===== config.mk =====
export PLATFORM = sky130hd
export DESIGN_NAME = chs_slot_scheduler
export DESIGN_NICKNAME = d
export VERILOG_FILES = /design/src/rtl/chs_slot_scheduler.sv
export SDC_FILE = /design/constraint.sdc
export NUM_CORES = 1
export LEC_CHECK = 0
export BUFFER_PORTS_ARGS = -buffer_cell sky130_fd_sc_hd__clkbuf_2
export CAP_MARGIN = 25
export CELL_PAD_IN_SITES_DETAIL_PLACEMENT = 0
export CELL_PAD_IN_SITES_GLOBAL_PLACEMENT = 1
export CORE_UTILIZATION = 46
export CTS_CLUSTER_SIZE = 12
export DETAILED_ROUTE_END_ITERATION = 10
export GPL_TIMING_DRIVEN = 0
export PLACE_DENSITY = 0.91
export SYNTH_ARGS = -nofsm -noshare
export SYNTH_HDL_FRONTEND = slang
export SYNTH_SLANG_ARGS = --single-unit
export TNS_END_PERCENT = 20

===== constraint.sdc =====
create_clock -name clk -period 3.55 [get_ports clk]
set_clock_uncertainty 0.05 [all_clocks]
set_input_delay 0.71 -clock clk [delete_from_list [all_inputs] [get_ports clk]]
set_output_delay 0.71 -clock clk [all_outputs]
set_load 0.02 [all_outputs]

===== src/rtl/chs_slot_scheduler.sv =====
// Round-robin time-slice scheduler sharing one mode/power decoder across NCH channel configs.
// Latency: chs_valid 2 cycles after enable (IDLE->LOAD->RUN); slot = DWELL+2 cycles, over-limit slot = 2.
// Backpressure: none; config writes are always accepted (cfg_ack next cycle). Option: CHS_SKIP_IDLE_EN.
module chs_slot_scheduler #(
   parameter int NCH   = 4,
   parameter int DWELL = 16
) (
   input  logic                    clk,
   input  logic                    rst_n,
   input  logic                    en,
   input  logic                    cfg_wr,
   input  logic [$clog2(NCH)-1:0]  cfg_ch,
   input  logic [7:0]              cfg_data,
   output logic                    cfg_ack,
   input  logic [3:0]              pwr_limit,
   input  logic [3:0]              chs_power,
   input  logic                    chs_mode,
   output logic [7:0]              chs_conf,
   output logic [$clog2(NCH)-1:0]  chs_sel,
   output logic                    chs_valid,
   output logic                    mode_q,
   output logic [NCH-1:0]          ovl
);
   localparam int SW = $clog2(NCH);

   typedef enum logic [1:0] {IDLE, LOAD, RUN, SWITCH} state_t;

   state_t          state;
   logic [7:0]      cnt;
   logic [7:0]      cfg [NCH];
   logic [SW-1:0]   nxt_sel;
   logic            nxt_found;
`ifdef CHS_SKIP_IDLE_EN
   logic [SW-1:0]   cand;
   logic            any_cfg;
`endif

   always_ff @(posedge clk or negedge rst_n) begin
      if (!rst_n) begin
         for (int i = 0; i < NCH; i++) cfg[i] <= '0;
      end else if (cfg_wr) begin
         cfg[cfg_ch] <= cfg_data;
      end
   end

   // Next channel to visit; with skipping, the nearest nonzero config upward (wrapping onto itself last).
   always_comb begin
      nxt_sel   = chs_sel + 1'b1;
      nxt_found = 1'b1;
`ifdef CHS_SKIP_IDLE_EN
      cand      = '0;
      any_cfg   = 1'b0;
      nxt_found = 1'b0;
      for (int i = NCH; i >= 1; i--) begin
         cand = chs_sel + SW'(i);
         if (cfg[cand] != 8'd0) begin
            nxt_sel   = cand;
            nxt_found = 1'b1;
         end
      end
      for (int i = 0; i < NCH; i++) begin
         if (cfg[i] != 8'd0) any_cfg = 1'b1;
      end
`endif
   end

   always_ff @(posedge clk or negedge rst_n) begin
      if (!rst_n) begin
         state     <= IDLE;
         cnt       <= '0;
         chs_conf  <= '0;
         chs_sel   <= '0;
         chs_valid <= 1'b0;
         mode_q    <= 1'b0;
         ovl       <= '0;
         cfg_ack   <= 1'b0;
      end else begin
         cfg_ack <= cfg_wr;
         if (!en) begin
            state     <= IDLE;
            chs_conf  <= '0;
            chs_valid <= 1'b0;
         end else begin
            case (state)
               IDLE: begin
`ifdef CHS_SKIP_IDLE_EN
                  if (any_cfg) begin
                     state    <= LOAD;
                     chs_conf <= cfg[chs_sel];
                  end
`else
                  state    <= LOAD;
                  chs_conf <= cfg[chs_sel];
`endif
               end
               LOAD: begin
                  if (chs_power > pwr_limit) begin
                     ovl[chs_sel] <= 1'b1;
                     state        <= SWITCH;
                  end else begin
                     mode_q    <= chs_mode;
                     cnt       <= 8'(DWELL - 1);
                     chs_valid <= 1'b1;
                     state     <= RUN;
                  end
               end
               RUN: begin
                  if (cnt == 8'd0) begin
                     chs_valid <= 1'b0;
                     state     <= SWITCH;
                  end else begin
                     cnt <= cnt - 1'b1;
                  end
               end
               SWITCH: begin
                  if (nxt_found) begin
                     chs_sel  <= nxt_sel;
                     chs_conf <= cfg[nxt_sel];
                     state    <= LOAD;
                  end else begin
                     chs_conf <= '0;
                     state    <= IDLE;
                  end
               end
               default: state <= IDLE;
            endcase
         end
         // A rewrite clears the sticky flag even if the same edge would have set it.
         if (cfg_wr) ovl[cfg_ch] <= 1'b0;
      end
   end

endmodule


# Word-level counts from Yosys, hierarchy flattened
# Index checks and enable logic that the tools add are counted.
[classes]
addsub = 2
order_cmp = 9
eq_ne = 9
mux = 30
bitwise_logic = 7
n_reduce_logical = 11
[op_table]
columns = ["cell", "n"]
rows = [
  ["$mux W8", 8],
  ["$bmux W8 S2", 2],
  ["$bwmux W32", 1],
  ["$pmux W8 S2", 2],
  ["$demux W8 S2", 1],
  ["$mux W4", 4],
  ["$ge A3 B3 Y1 const B", 3],
  ["$not A2 Y3", 3],
  ["$logic_not A8 Y1", 1],
  ["$sub A8 B1 Y8 const B", 1],
  ["$lt A2 B3 Y1 const B", 2],
  ["$mux W1", 6],
  ["$ne A3 B1 Y1 const B", 2],
  ["$ne A3 B3 Y1 const B", 2],
  ["$pmux W2 S3", 1],
  ["$reduce_and A3 Y1", 2],
  ["$and A4 B4 Y4", 1],
  ["$demux W1 S2", 2],
  ["$eq A2 B2 Y1 const B", 2],
  ["$ge A2 B1 Y1 const B", 2],
  ["$gt A4 B4 Y1", 1],
  ["$mux W2", 2],
  ["$ne A2 B2 Y1 const B", 2],
  ["$not A4 Y4", 1],
  ["12 further kinds", 14],
]
[totals]
ff_bits = 59
inputBits = 23
output_inout_bits = 17
word_cells = 80

# Longest topological paths before layout
[depth]
word_depth = 10
ltp_mapped = 8
ltp_nobuf = 7

# Least setup slack after synthesis
# Ideal clock, no wire load.
[synth_path]
path_type = "register to register"
startpoint = "register chs_sel[0]"
endpoint = "register chs_conf[6]"
setup_time_ps = 136
arrival_time_ps = 2532
required_ps = 3364
setup_slack_ps = 832
stages_incl_launch_ff = 9
path_buffers = 3
period_less_slack_ps = 2718
cell_sequence = "dfrtp_1 clkbuf_1 clkbuf_1 inv_1 ha_1 buf_1 mux4_2 o21ai_0 a21oi_1"
[synth_via]
elab_chain_cells = 7
word_cells_on_any_way = 11
classes_between = "add/sub: 1; mux: 8; bitwise: 2"
[synth_rtl]
columns = ["element", "line_no", "rtl"]
rows = [
  ["from (decl)", "19", "output logic [$clog2(NCH)-1:0] chs_sel,"],
  ["from (signal assigned)", "117", "chs_sel <= nxt_sel;"],
  ["$add A2 B1 Y2", "48", "nxt_sel = chs_sel + 1'b1;"],
  ["named net nxt_sel[0]", "31", "logic [SW-1:0] nxt_sel;"],
  ["$not A2 Y3 (implied by the code)", "118", "chs_conf <= cfg[nxt_sel];"],
  ["$bmux W8 S2", "118", ""],
  ["$mux W8 (implied by the code) (2 in series)", "118", ""],
  ["$pmux W8 S2", "84", "case (state)"],
  ["$mux W8", "79", "if (!en) begin"],
  ["to (signal assigned)", "93", "chs_conf <= cfg[chs_sel];"],
  ["to (signal assigned)", "118", ""],
  ["to (decl)", "18", "output logic [7:0] chs_conf,"],
]
# The timed path passes the listed nets, and every way through them passes these cells. The select of a mux whose other input is x is not followed.
# A chain may end at the register's enable or synchronous reset.

# Final worst setup path
[layout_path]
startpoint = "register chs_sel[0]"
endpoint = "register chs_conf[7]"
# The elaborated chain is that of the path after synthesis.

==> impl_results.md <==
* Status: complete, but fails checks
* Failing checks: design-rule violations
* Vias per cell at 5.75
* Pwr dens at 715 mW/mm2
* Finish-stage setup viols at 0
* Number of H-tree levels at 3
* Global-route wire length before repair at 11800 um
* CP delay by family, top: buffers and inverters
* RSZ-0062 raised after global routing: false
* Crit-path slowest cell: clkbuf_1
* Share of cells above drive strength 1 at 28.2%
* ANT cells at 0
* Least-Margin Pin Slew at 0.885 ns
* Cell breakdown of the critical path: clkbuf_2 > clkbuf_1 > inv_1 > ha_1 > buf_1 > mux4_2 > o21ai_0 > a21oi_1
* Wire length per cell at 16.9 um
* Yosys reg bits at 59
* Total GRT Usage at 22.1%
* # rows at 29
* Via Count at 2359
* Ys Warns at 0
* Req. time, crit path at 3.70 ns
* Final WL at 6930 um
* DRT antenna net count at 0
* Most common flop cell mapped by yosys: dfrtp_1
* Sink Count at 59
* CTS tree: yes
* Mean Syn Cell Area at 11.2 um2
* GPL Wtd Cong at 0.793
* I/O Pins at 40
* Post-synth ARST share at 100%
* Reg2Reg Launch Point: chs_sel[0]$_DFFE_PN0P_
* Pin count of the biggest net entering global routing at 60
* HP Class: input port to asynchronous set/reset pin
* Die extent in x at 84.2 um
* VDD IR max at 0.411 mV
* Core footprint at 0.00642 mm2
* CP bufs+invs at 4
* Pwr Total at 2.58 mW
* Synth-to-Final Area Change at 16.0%
* Worst Path Max Fanout at 10
* Port bufs at 39
* Setup CP Type: register to register
* Die Y at 84.2 um
* Reg2Reg Setup Slack at 0.44 ns
* Nets at 365
* Period utilization at 87.6%
* CP endpoint kind: register
* Gate Count Post-Synth at 278
* Non-filler cells, final at 410
* CP startpoint kind: register
* R2r worst-path depth at 8
* Post-Synthesis Cell Area at 0.00311 mm2
* # DRC at 6
* Initial DRC count at 115
* CTS Buffer Depth at 2
* Wl on met1 at 2910 um
* DR top layer: met4
* Minimum clock period at 3.11 ns
* Post-synth EDFFs at 0
* Die area at 0.00708 mm2
* Sequential area share after synthesis at 47.5%
* Met3 Wirelength at 334 um
* Initial Utilization at 48.4%
* Clock Latency Late Sink at 0.34 ns
* Final hold vios at 0
* Leak at 1.73 nW
* TritonCTS buffer count at 9
* Met2 WL at 3590 um
* CP max stage delay at 0.57 ns
* Total grt overflow at 0
* Vias in the first global route at 2412
* End of the worst register-to-register path: chs_conf[7]$_DFFE_PN0P_
* # Post-CTS Setup Buffers at 0
* Max_cap viols at 0
* Final WS setup at 0.439 ns
* Pre-antenna DRT Iters at 7
* Clk root buf: clkbuf_8
* Post-DP HPWL at 4630 um
* Fillers at 547
* Arrival time worst endpoint at 3.26 ns
* Syn Nets at 315
* Antenna violations before repair at 0
* Library cells used by synthesis at 41
* Placed insts at 394
* Clock slew at reported path FFs at 0.07 ns
* Post-placement setup slack at 0.155 ns
* Setup TNS at 0 ns
* Slew HR at 40.7%
* Fin. max-slew vios at 0
* Peak Freq at 321 MHz
==> sequential cells by signal, summed over array words and instances (netlist names) <==
signal and cells:
mode_q 1, cnt 8, cfg 32, state 2, chs_sel 2, cfg_ack 1, chs_valid 1, ovl 4
chs_conf 8
==> layout make-up <==
class / count / area (um2) / share of cell area, %
buffer: 10 / 42.5 / 1.18
clock buffer: 10 / 138 / 3.82
clock inverter: 6 / 65.1 / 1.81
inverter: 17 / 63.8 / 1.77
multi-input combinational: 192 / 1520 / 42.3
sequential: 59 / 1480 / 41.0
tap: 77 / 96.3 / 2.67
timing repair buffer: 39 / 198 / 5.49
==> logic make-up (layout without fill, tap and decap cells) <==
kind of cell	count (synthesis)	after routing	synth area share, %
flops	59	59	47.5
buf+inv	27	82	3.38
mux	43	43	21.0
xor+xnor	1	1	0.282
compound gates	45	45	9.15
simple gates	89	89	13.0
fa+ha+maj	14	14	5.64
==> per-layer routing <==
metal,GRT usage (%),up-vias
li1,-,1098
met1,26.6,1193
met2,37.6,61
met3,5.70,7
met4,9.72,0
met5,0,-
==> worst max-delay path by stage <==
stage / startpoint / endpoint / slack (ns) / cells past startpoint
6_report: chs_sel[0]$_DFFE_PN0P_ / chs_conf[7]$_DFFE_PN0P_ / 0.44 / 8
4_1_cts: chs_sel[0]$_DFFE_PN0P_ / chs_conf[7]$_DFFE_PN0P_ / 0.11 / 8
5_1_grt: chs_sel[0]$_DFFE_PN0P_ / chs_conf[7]$_DFFE_PN0P_ / 0.19 / 8
3_5_place_dp: chs_sel[0]$_DFFE_PN0P_ / chs_conf[4]$_DFFE_PN0P_ / 0.16 / 8
3_3_place_gp: chs_sel[0]$_DFFE_PN0P_ / chs_conf[6]$_DFFE_PN0P_ / 0.27 / 8
2_1_floorplan: chs_sel[0]$_DFFE_PN0P_ / chs_conf[6]$_DFFE_PN0P_ / 0.83 / 8
==> timing repair <==
action,in CTS,in global routing
hold buffers,0,0
setup endpoints to repair,0,6
gates resized for setup,0,3
==> power breakdown <==
part	switching (mW)	internal, mW
logic	0.532	0.467
registers	0.125	0.828
clock network	0.281	0.343
total	0.939	1.64
==> worst register-to-register path: stages (launching register included) <==
cell and delay (ns):
dfrtp_1 0.41, clkbuf_2 0.36, clkbuf_1 0.57, inv_1 0.14, ha_1 0.31, buf_1 0.47, mux4_2 0.40, o21ai_0 0.21
a21oi_1 0.06
==> synthesized netlist by cell type (all sizes together), types with 2 or more instances <==
cell type	number	area, um2
nor2b	2	12.5
a31oi	10	62.6
mux2i	9	90.1
o211a	2	20.0
nand4	2	12.5
dfrtp	59	1480
o21ai	10	50.1
nand3	5	25.0
clkbuf	7	26.3
mux2	18	203
nand3b	2	15.0
nand2	58	218
a21boi	2	15.0
clkinv	2	7.51
inv	15	56.3
mux4	16	360
nor2	10	37.5
buf	3	15.0
a21oi	12	60.1
ha	14	175
==> through the flow <==
step	hold WS [ns]	utilization [%]	instance area [um2]
2_1_floorplan	0.364	-	3110
3_3_place_gp	0.423	52.9	3400
3_5_place_dp	0.441	52.9	3400
4_1_cts	0.459	56.1	3600
5_1_grt	0.480	56.1	3600
6_report	0.426	56.1	3600
==> cell usage in the layout (no fill, tap or decap), drive strengths merged, types with 3 or more instances in the layout <==
cell type	count
a21oi	12
a31oi	10
buf	3
clkbuf	56
clkinv	6
dfrtp	59
ha	14
inv	15
mux2	18
mux2i	9
mux4	16
nand2	58
nand3	5
nor2	10
o21ai	10
Note: power is estimated with default switching activity, not from simulation.
